### src/rtl/common.sv
// Types shared across the pipeline control blocks.
package common;

    typedef logic [4:0] creg_addr_t;

endpackage

### src/rtl/pipes.sv
// Pipeline-control types for the ID-stage hazard controller.
package pipes;

    typedef enum logic [1:0] {
        ALU    = 2'd0,
        LOAD   = 2'd1,
        MULDIV = 2'd2,
        RSV    = 2'd3
    } hz_op_t;

    typedef enum logic [1:0] {
        IDLE    = 2'd0,
        WAIT_LD = 2'd1,
        WAIT_MD = 2'd2
    } hz_state_t;

    localparam int unsigned HZ_TIMEOUT_DEFAULT = 1024;

endpackage

### src/rtl/hazard_ctrl.sv
// ID-stage interlock: tracks one in-flight long-latency op, stalls dependent or
// competing instructions, and watchdogs the pending op.
module hazard_ctrl
    import common::*;
    import pipes::*;
#(
    parameter int unsigned TIMEOUT_CYCLES = HZ_TIMEOUT_DEFAULT,
    parameter int unsigned CNT_W          = 11
) (
    input  logic       clk,
    input  logic       reset,
    input  logic       issue_valid,
    input  creg_addr_t srca,
    input  creg_addr_t srcb,
    input  creg_addr_t dst,
    input  logic       dst_valid,
    input  hz_op_t     op_kind,
    input  logic       mem_resp,
    input  logic       muldiv_done,
    input  logic       flush,
    output logic       stall,
    output logic       bubble,
    output logic       accept,
    output logic       pend_valid,
    output creg_addr_t pend_dst,
    output logic       timeout
);

    localparam logic [CNT_W-1:0] TMO = CNT_W'(TIMEOUT_CYCLES);

    hz_state_t        state_q, state_d;
    logic             pend_valid_q, pend_valid_d;
    creg_addr_t       pend_dst_q, pend_dst_d;
    logic [CNT_W-1:0] cnt_q, cnt_d;
    logic             timeout_q, timeout_d;

    logic raw, waw, busy, is_long;

    // Hazards look only at registered state, so a completion never bypasses
    // into the same cycle's stall decision.
    assign is_long = (op_kind == LOAD) || (op_kind == MULDIV);
    assign raw     = pend_valid_q && ((srca == pend_dst_q) || (srcb == pend_dst_q));
    assign waw     = pend_valid_q && dst_valid && (dst == pend_dst_q);
    assign busy    = (state_q != IDLE) && is_long;

    always_ff @(posedge clk or posedge reset) begin
        if (reset) begin
            state_q      <= IDLE;
            pend_valid_q <= 1'b0;
            pend_dst_q   <= '0;
            cnt_q        <= '0;
            timeout_q    <= 1'b0;
        end else begin
            // NOTE: non-blocking assignments so every register samples pre-edge values.
            state_q      <= state_d;
            pend_valid_q <= pend_valid_d;
            pend_dst_q   <= pend_dst_d;
            cnt_q        <= cnt_d;
            timeout_q    <= timeout_d;
        end
    end

    always_comb begin
        // NOTE: defaults first so no path through the case leaves a latch.
        state_d      = state_q;
        pend_valid_d = pend_valid_q;
        pend_dst_d   = pend_dst_q;
        cnt_d        = cnt_q;
        timeout_d    = timeout_q;
        unique case (state_q)
            IDLE: begin
                if (accept && is_long) begin
                    state_d      = (op_kind == LOAD) ? WAIT_LD : WAIT_MD;
                    pend_valid_d = dst_valid && (dst != '0);
                    pend_dst_d   = dst_valid ? dst : '0;
                    cnt_d        = '0;
                end
            end
            WAIT_LD, WAIT_MD: begin
                if ((state_q == WAIT_LD) ? mem_resp : muldiv_done) begin
                    state_d      = IDLE;
                    pend_valid_d = 1'b0;
                    pend_dst_d   = '0;
                    cnt_d        = '0;
                end else begin
                    if (cnt_q != TMO) cnt_d = cnt_q + CNT_W'(1);
                    if (cnt_d == TMO) timeout_d = 1'b1;
                end
            end
            default: state_d = IDLE;
        endcase
    end

    // Flush wins over stall and never disturbs the older pending op.
    always_comb begin
        stall  = issue_valid && !flush && (raw || waw || busy);
        bubble = stall;
        accept = issue_valid && !flush && !stall;
    end

    assign pend_valid = pend_valid_q;
    assign pend_dst   = pend_dst_q;
    assign timeout    = timeout_q;

endmodule

### config.mk
export PLATFORM = sky130hd
export DESIGN_NAME = hazard_ctrl
export DESIGN_NICKNAME = d
export VERILOG_FILES = /design/src/rtl/common.sv /design/src/rtl/pipes.sv /design/src/rtl/hazard_ctrl.sv
export SDC_FILE = /design/constraint.sdc
export NUM_CORES = 1
export LEC_CHECK = 0
export ABC_AREA = 1
export CAP_MARGIN = 20
export CORE_MARGIN = 4
export CORE_UTILIZATION = 45
export CTS_BUF_LIST = sky130_fd_sc_hd__clkbuf_8
export DETAILED_ROUTE_END_ITERATION = 16
export PLACE_DENSITY = 0.83
export SLEW_MARGIN = 5
export SYNTH_ARGS = -nofsm -noshare
export SYNTH_HDL_FRONTEND = slang
export SYNTH_SLANG_ARGS = --single-unit
export TNS_END_PERCENT = 5
### constraint.sdc
create_clock -name clk -period 3.8 [get_ports clk]
set_clock_uncertainty 0.2 [all_clocks]
set_input_delay 0.76 -clock clk [delete_from_list [all_inputs] [get_ports clk]]
set_output_delay 0.76 -clock clk [all_outputs]
set_load 0.01 [all_outputs]
==> flow_summary.html <==
<table>
<tr><th>Metric</th><th>Value</th></tr>
<tr><th colspan="2">Outcome</th></tr>
<tr><td>Run status</td><td>complete, no violations</td></tr>
<tr><th colspan="2">Floorplan</th></tr>
<tr><td>Count of boundary I/O pins</td><td>34</td></tr>
<tr><td>DIE AREA</td><td>4620 um^2</td></tr>
<tr><td>Die Height</td><td>67.9 um</td></tr>
<tr><td>Core area</td><td>3390 um^2</td></tr>
<tr><td>Effective utilization at floorplan</td><td>0.477</td></tr>
<tr><td>Rows</td><td>21</td></tr>
<tr><td>Die X</td><td>67.9 um</td></tr>
<tr><th colspan="2">Clocking</th></tr>
<tr><td>Worst-case clock buffer depth</td><td>2</td></tr>
<tr><td>Max H-tree Level</td><td>1</td></tr>
<tr><td>Num CTS Buffers</td><td>3</td></tr>
<tr><td>Clock Sink Count</td><td>20</td></tr>
<tr><td>Hold-fix buffers, CTS</td><td>0</td></tr>
<tr><td>Clk_lat worst skew</td><td>250 ps</td></tr>
<tr><td>Root Buffer Master</td><td>sky130_fd_sc_hd__clkbuf_8</td></tr>
<tr><td>Total of cells resized after clock tree synthesis</td><td>0</td></tr>
<tr><td>Clock-pin slew of the registers on the worst-case setup and hold paths</td><td>60 ps</td></tr>
<tr><td>Clock tree from TritonCTS</td><td>yes</td></tr>
<tr><td>Post-CTS setup buffer count</td><td>0</td></tr>
<tr><th colspan="2">Synth</th></tr>
<tr><td>Yosys reg bits</td><td>20</td></tr>
<tr><td>Xor/xnor cell area share of the yosys netlist</td><td>0.0650</td></tr>
<tr><td>Complex-gate fraction of the synthesized area</td><td>0.0410</td></tr>
<tr><td>Top cell type's share of synthesized area</td><td>0.310</td></tr>
<tr><td>Dominant cell by count in the synthesized netlist</td><td>sky130_fd_sc_hd__nand2_1</td></tr>
<tr><td>Number of unique standard cell types used by synthesis</td><td>29</td></tr>
<tr><td>Synthesized-area fraction occupied by and/or/nand/nor cells</td><td>0.420</td></tr>
<tr><td>Yosys warnings</td><td>0</td></tr>
<tr><td>Post-synthesis share of cell area spent on full adders, half adders and majority gates</td><td>0.0387</td></tr>
<tr><td>Async SR Flop Fraction</td><td>1.00</td></tr>
<tr><td>Mapped Area</td><td>1620 um^2</td></tr>
<tr><td>Mux cell area share after synthesis</td><td>0</td></tr>
<tr><td>Top cells by area, synth</td><td>sky130_fd_sc_hd__dfrtp_1 31%, sky130_fd_sc_hd__nand2_1 18%, sky130_fd_sc_hd__inv_1 9.5%</td></tr>
<tr><td>Net count of the mapped netlist</td><td>279</td></tr>
<tr><td>Cell accounting for the most synthesized area</td><td>sky130_fd_sc_hd__dfrtp_1</td></tr>
<tr><td>Synth Flop Type</td><td>sky130_fd_sc_hd__dfrtp_1</td></tr>
<tr><td>Largest family of logic cells by synthesized area</td><td>simple AND/OR/NAND/NOR gates</td></tr>
<tr><td>Number of enable-type register cells in the synthesized netlist</td><td>0</td></tr>
<tr><td>Proportion of synthesized chip area in sequential cells</td><td>0.310</td></tr>
<tr><td>Number of standard cells after synthesis</td><td>250</td></tr>
<tr><td>Most frequent cells after synthesis</td><td>79 x sky130_fd_sc_hd__nand2_1, 41 x sky130_fd_sc_hd__inv_1, 32 x sky130_fd_sc_hd__nor2_1, 20 x sky130_fd_sc_hd__dfrtp_1, 20 x sky130_fd_sc_hd__nand3_1</td></tr>
<tr><td>Mean area per synthesized cell</td><td>6.47 um^2</td></tr>
<tr><th colspan="2">Timing</th></tr>
<tr><td>Number of max-slew violations in the final report</td><td>0</td></tr>
<tr><td>Setup WS post-layout</td><td>220 ps</td></tr>
<tr><td>Hold Violations, Final</td><td>0</td></tr>
<tr><td>Crit share post-route</td><td>0.942</td></tr>
<tr><td>Setup repair after global routing missed its margin</td><td>no</td></tr>
<tr><td>Slew at the pin closest to its max-slew limit</td><td>708 ps</td></tr>
<tr><td>Final worst path period need</td><td>3580 ps</td></tr>
<tr><td>Normalized max-slew margin</td><td>0.528</td></tr>
<tr><td>Final worst hold slack</td><td>267 ps</td></tr>
<tr><td>Final-layout setup total negative slack</td><td>0 ps</td></tr>
<tr><td>Final setup violation count</td><td>0</td></tr>
<tr><td>Fmax</td><td>279 MHz</td></tr>
<tr><th colspan="2">Worst setup path</th></tr>
<tr><td>Type of the setup path with the least slack</td><td>in -&gt; out</td></tr>
<tr><td>Worst stage delay on the critical path</td><td>540 ps</td></tr>
<tr><td>Kind of start point of the critical path</td><td>input pin</td></tr>
<tr><td>Number of cells on the worst reg-to-reg path</td><td>8</td></tr>
<tr><td>Critical Path Source</td><td>dst[0]</td></tr>
<tr><td>Reg2Reg Capture Point</td><td>pend_dst[3]</td></tr>
<tr><td>Cell chain of the critical path</td><td>clkdlybuf4s50_1, inv_1, nand2_1, nand2_1, nor2_1, nand3_1, nand3_1, nand2_2, o21ai_0, and2_1, clkdlybuf4s50_1</td></tr>
<tr><td>Setup slack of the most critical reg-to-reg path</td><td>1350 ps</td></tr>
<tr><td>Capturing instance or port of the critical path</td><td>bubble</td></tr>
<tr><td>Crit-path slowest cell</td><td>sky130_fd_sc_hd__clkdlybuf4s50_1</td></tr>
<tr><td>Endpoint type of the worst setup path</td><td>output pin</td></tr>
<tr><td>Critical path data required time</td><td>2840 ps</td></tr>
<tr><td>FF-to-FF Start</td><td>state_q[0]</td></tr>
<tr><td>Worst EP arrival</td><td>2620 ps</td></tr>
<tr><td>Largest fanout of any net on the critical path</td><td>3</td></tr>
<tr><th colspan="2">Place</th></tr>
<tr><td>Worst setup timing slack at the placement stage</td><td>204 ps</td></tr>
<tr><td>Number of buffers inserted by port buffering</td><td>33</td></tr>
<tr><td>GPL Wtd Cong</td><td>0.841</td></tr>
<tr><td>Post-DP HPWL</td><td>2.80 mm</td></tr>
<tr><td>Placed Cells incl. Taps</td><td>325</td></tr>
<tr><th colspan="2">Final layout</th></tr>
<tr><td>Fin nets</td><td>313</td></tr>
<tr><td>Proportion of layout cells with a drive suffix above 1</td><td>0.0709</td></tr>
<tr><td>Post-route core utilization</td><td>0.595</td></tr>
<tr><td>Count of antenna diodes in the layout</td><td>0</td></tr>
<tr><td>Layout fillers</td><td>308</td></tr>
<tr><td>Number of cells in the finished layout apart from fillers</td><td>328</td></tr>
<tr><td>Layout Area Growth over Synthesis</td><td>24.7%</td></tr>
<tr><th colspan="2">Route</th></tr>
<tr><td>Routed via count divided by cell count</td><td>4.64</td></tr>
<tr><td>Post-DRT Antenna Nets</td><td>0</td></tr>
<tr><td>Routed vias</td><td>1521</td></tr>
<tr><td>First DRT Iteration DRCs</td><td>83</td></tr>
<tr><td>First-pass detailed-route iteration total</td><td>4</td></tr>
<tr><td>Wire length reported by the detailed router</td><td>3.46 mm</td></tr>
<tr><td>DRC errors left</td><td>0</td></tr>
<tr><td>Mean routed wirelength per cell</td><td>10.6 um</td></tr>
<tr><th colspan="2">Power</th></tr>
<tr><td>Logic gate share of total power</td><td>0.536</td></tr>
<tr><td>PwrDens</td><td>495 nW/um^2</td></tr>
<tr><td>Net switching share of the total power</td><td>0.452</td></tr>
<tr><td>Maximum vdd drop</td><td>343 uV</td></tr>
<tr><td>Sequential group share of total power</td><td>0.333</td></tr>
<tr><td>Clock network fraction of total power</td><td>0.131</td></tr>
<tr><td>Internal</td><td>0.548 mW</td></tr>
<tr><td>Leakage power summed over all cells</td><td>1.04 nW</td></tr>
<tr><td>Switching power of the nets</td><td>0.451 mW</td></tr>
<tr><th colspan="2">Global route</th></tr>
<tr><td>Pin count of the biggest net entering global routing</td><td>21</td></tr>
<tr><td>Gr ovfl total</td><td>0</td></tr>
<tr><td>Via count of the first global-routing pass</td><td>1416</td></tr>
<tr><td>Number of antenna violations at the first check in global routing</td><td>0</td></tr>
<tr><td>GRT Resource Usage Total</td><td>0.161</td></tr>
<tr><td>First-pass GRT wire length</td><td>5.81 mm</td></tr>
<tr><th colspan="2">Hold path</th></tr>
<tr><td>Path category of the worst min-delay check</td><td>reg -&gt; reg</td></tr>
<tr><th colspan="2">Run</th></tr>
<tr><td># Max-Cap Violations</td><td>0</td></tr>
</table>
==> cells in the final DEF (no fill, tap or decap), types with 5 or more instances in the layout <==
cell type                         netlist  routed
sky130_fd_sc_hd__nor2_1                32      32
sky130_fd_sc_hd__nand3_1               20      20
sky130_fd_sc_hd__inv_2                  5       5
sky130_fd_sc_hd__clkdlybuf4s50_1        0      33
sky130_fd_sc_hd__inv_1                 41      41
sky130_fd_sc_hd__nand2_2                5       5
sky130_fd_sc_hd__xor2_1                10      10
sky130_fd_sc_hd__o21ai_1                8       8
sky130_fd_sc_hd__nand2_1               79      79
sky130_fd_sc_hd__dfrtp_1               20      20
sky130_fd_sc_hd__ha_1                   5       5
==> power by group through the flow <==
stage          combinational (mW)  sequential [mW]  clock [mW]
2_1_floorplan               0.380            0.334           0
3_3_place_gp                0.529            0.336           0
3_5_place_dp                0.536            0.337           0
4_1_cts                     0.539            0.334       0.135
5_1_grt                     0.605            0.345       0.140
6_report                    0.535            0.333       0.131
==> worst min path at each step <==
stage,cells past startpoint,slack (ps),start,end
6_report,2,270,timeout,timeout
5_1_grt,2,290,timeout,timeout
4_1_cts,2,270,timeout,timeout
3_5_place_dp,2,260,timeout,timeout
3_3_place_gp,2,250,timeout,timeout
2_1_floorplan,2,240,state_q[1],state_q[1]
==> critical path, delay by kind of cell <==
kind / cells / cell delay (ps)
AOI/OAI and AO/OA: 1 / 100
buffers and inverters: 3 / 1100
and+or+nand+nor: 7 / 670
==> area by class of cell <==
type / count / area [um^2] / area share
multi-input combinational: 180 / 913 / 0.453
sequential: 20 / 500 / 0.248
timing repair buffer: 33 / 330 / 0.164
inverter: 46 / 173 / 0.0857
tap: 46 / 57.6 / 0.0286
clock buffer: 3 / 41.3 / 0.0205
==> registers in the layout, indices dropped and copies added, names as in the netlist <==
signal      count
cnt_q          11
pend_dst        5
pend_valid      1
state_q         2
timeout         1
==> layer usage <==
layer,GRT usage,part of all wire,wire (um),up-vias
met5,0,0,0,-
li1,-,-,-,828
met1,0.204,0.48,1670,653
met2,0.286,0.46,1600,38
met3,0.0296,0.048,165,2
met4,0.0298,0.0078,27,0
==> per-stage QoR <==
step	area, um^2	total power, mW
after floorplan	1620	0.714
after global placement	1970	0.865
after detailed placement	1970	0.874
after CTS	2020	1.01
after global routing	2020	1.09
final	2020	0.999
==> cell families after synthesis <==
logic type                 after synthesis
AOI/OAI and AO/OA                       12
xor gates and xnor gates                12
adders and majority gates                5
buffers and inverters                   50
DFF                                     20
and+or+nand+nor                        151
(Power assumes the default switching activity.)
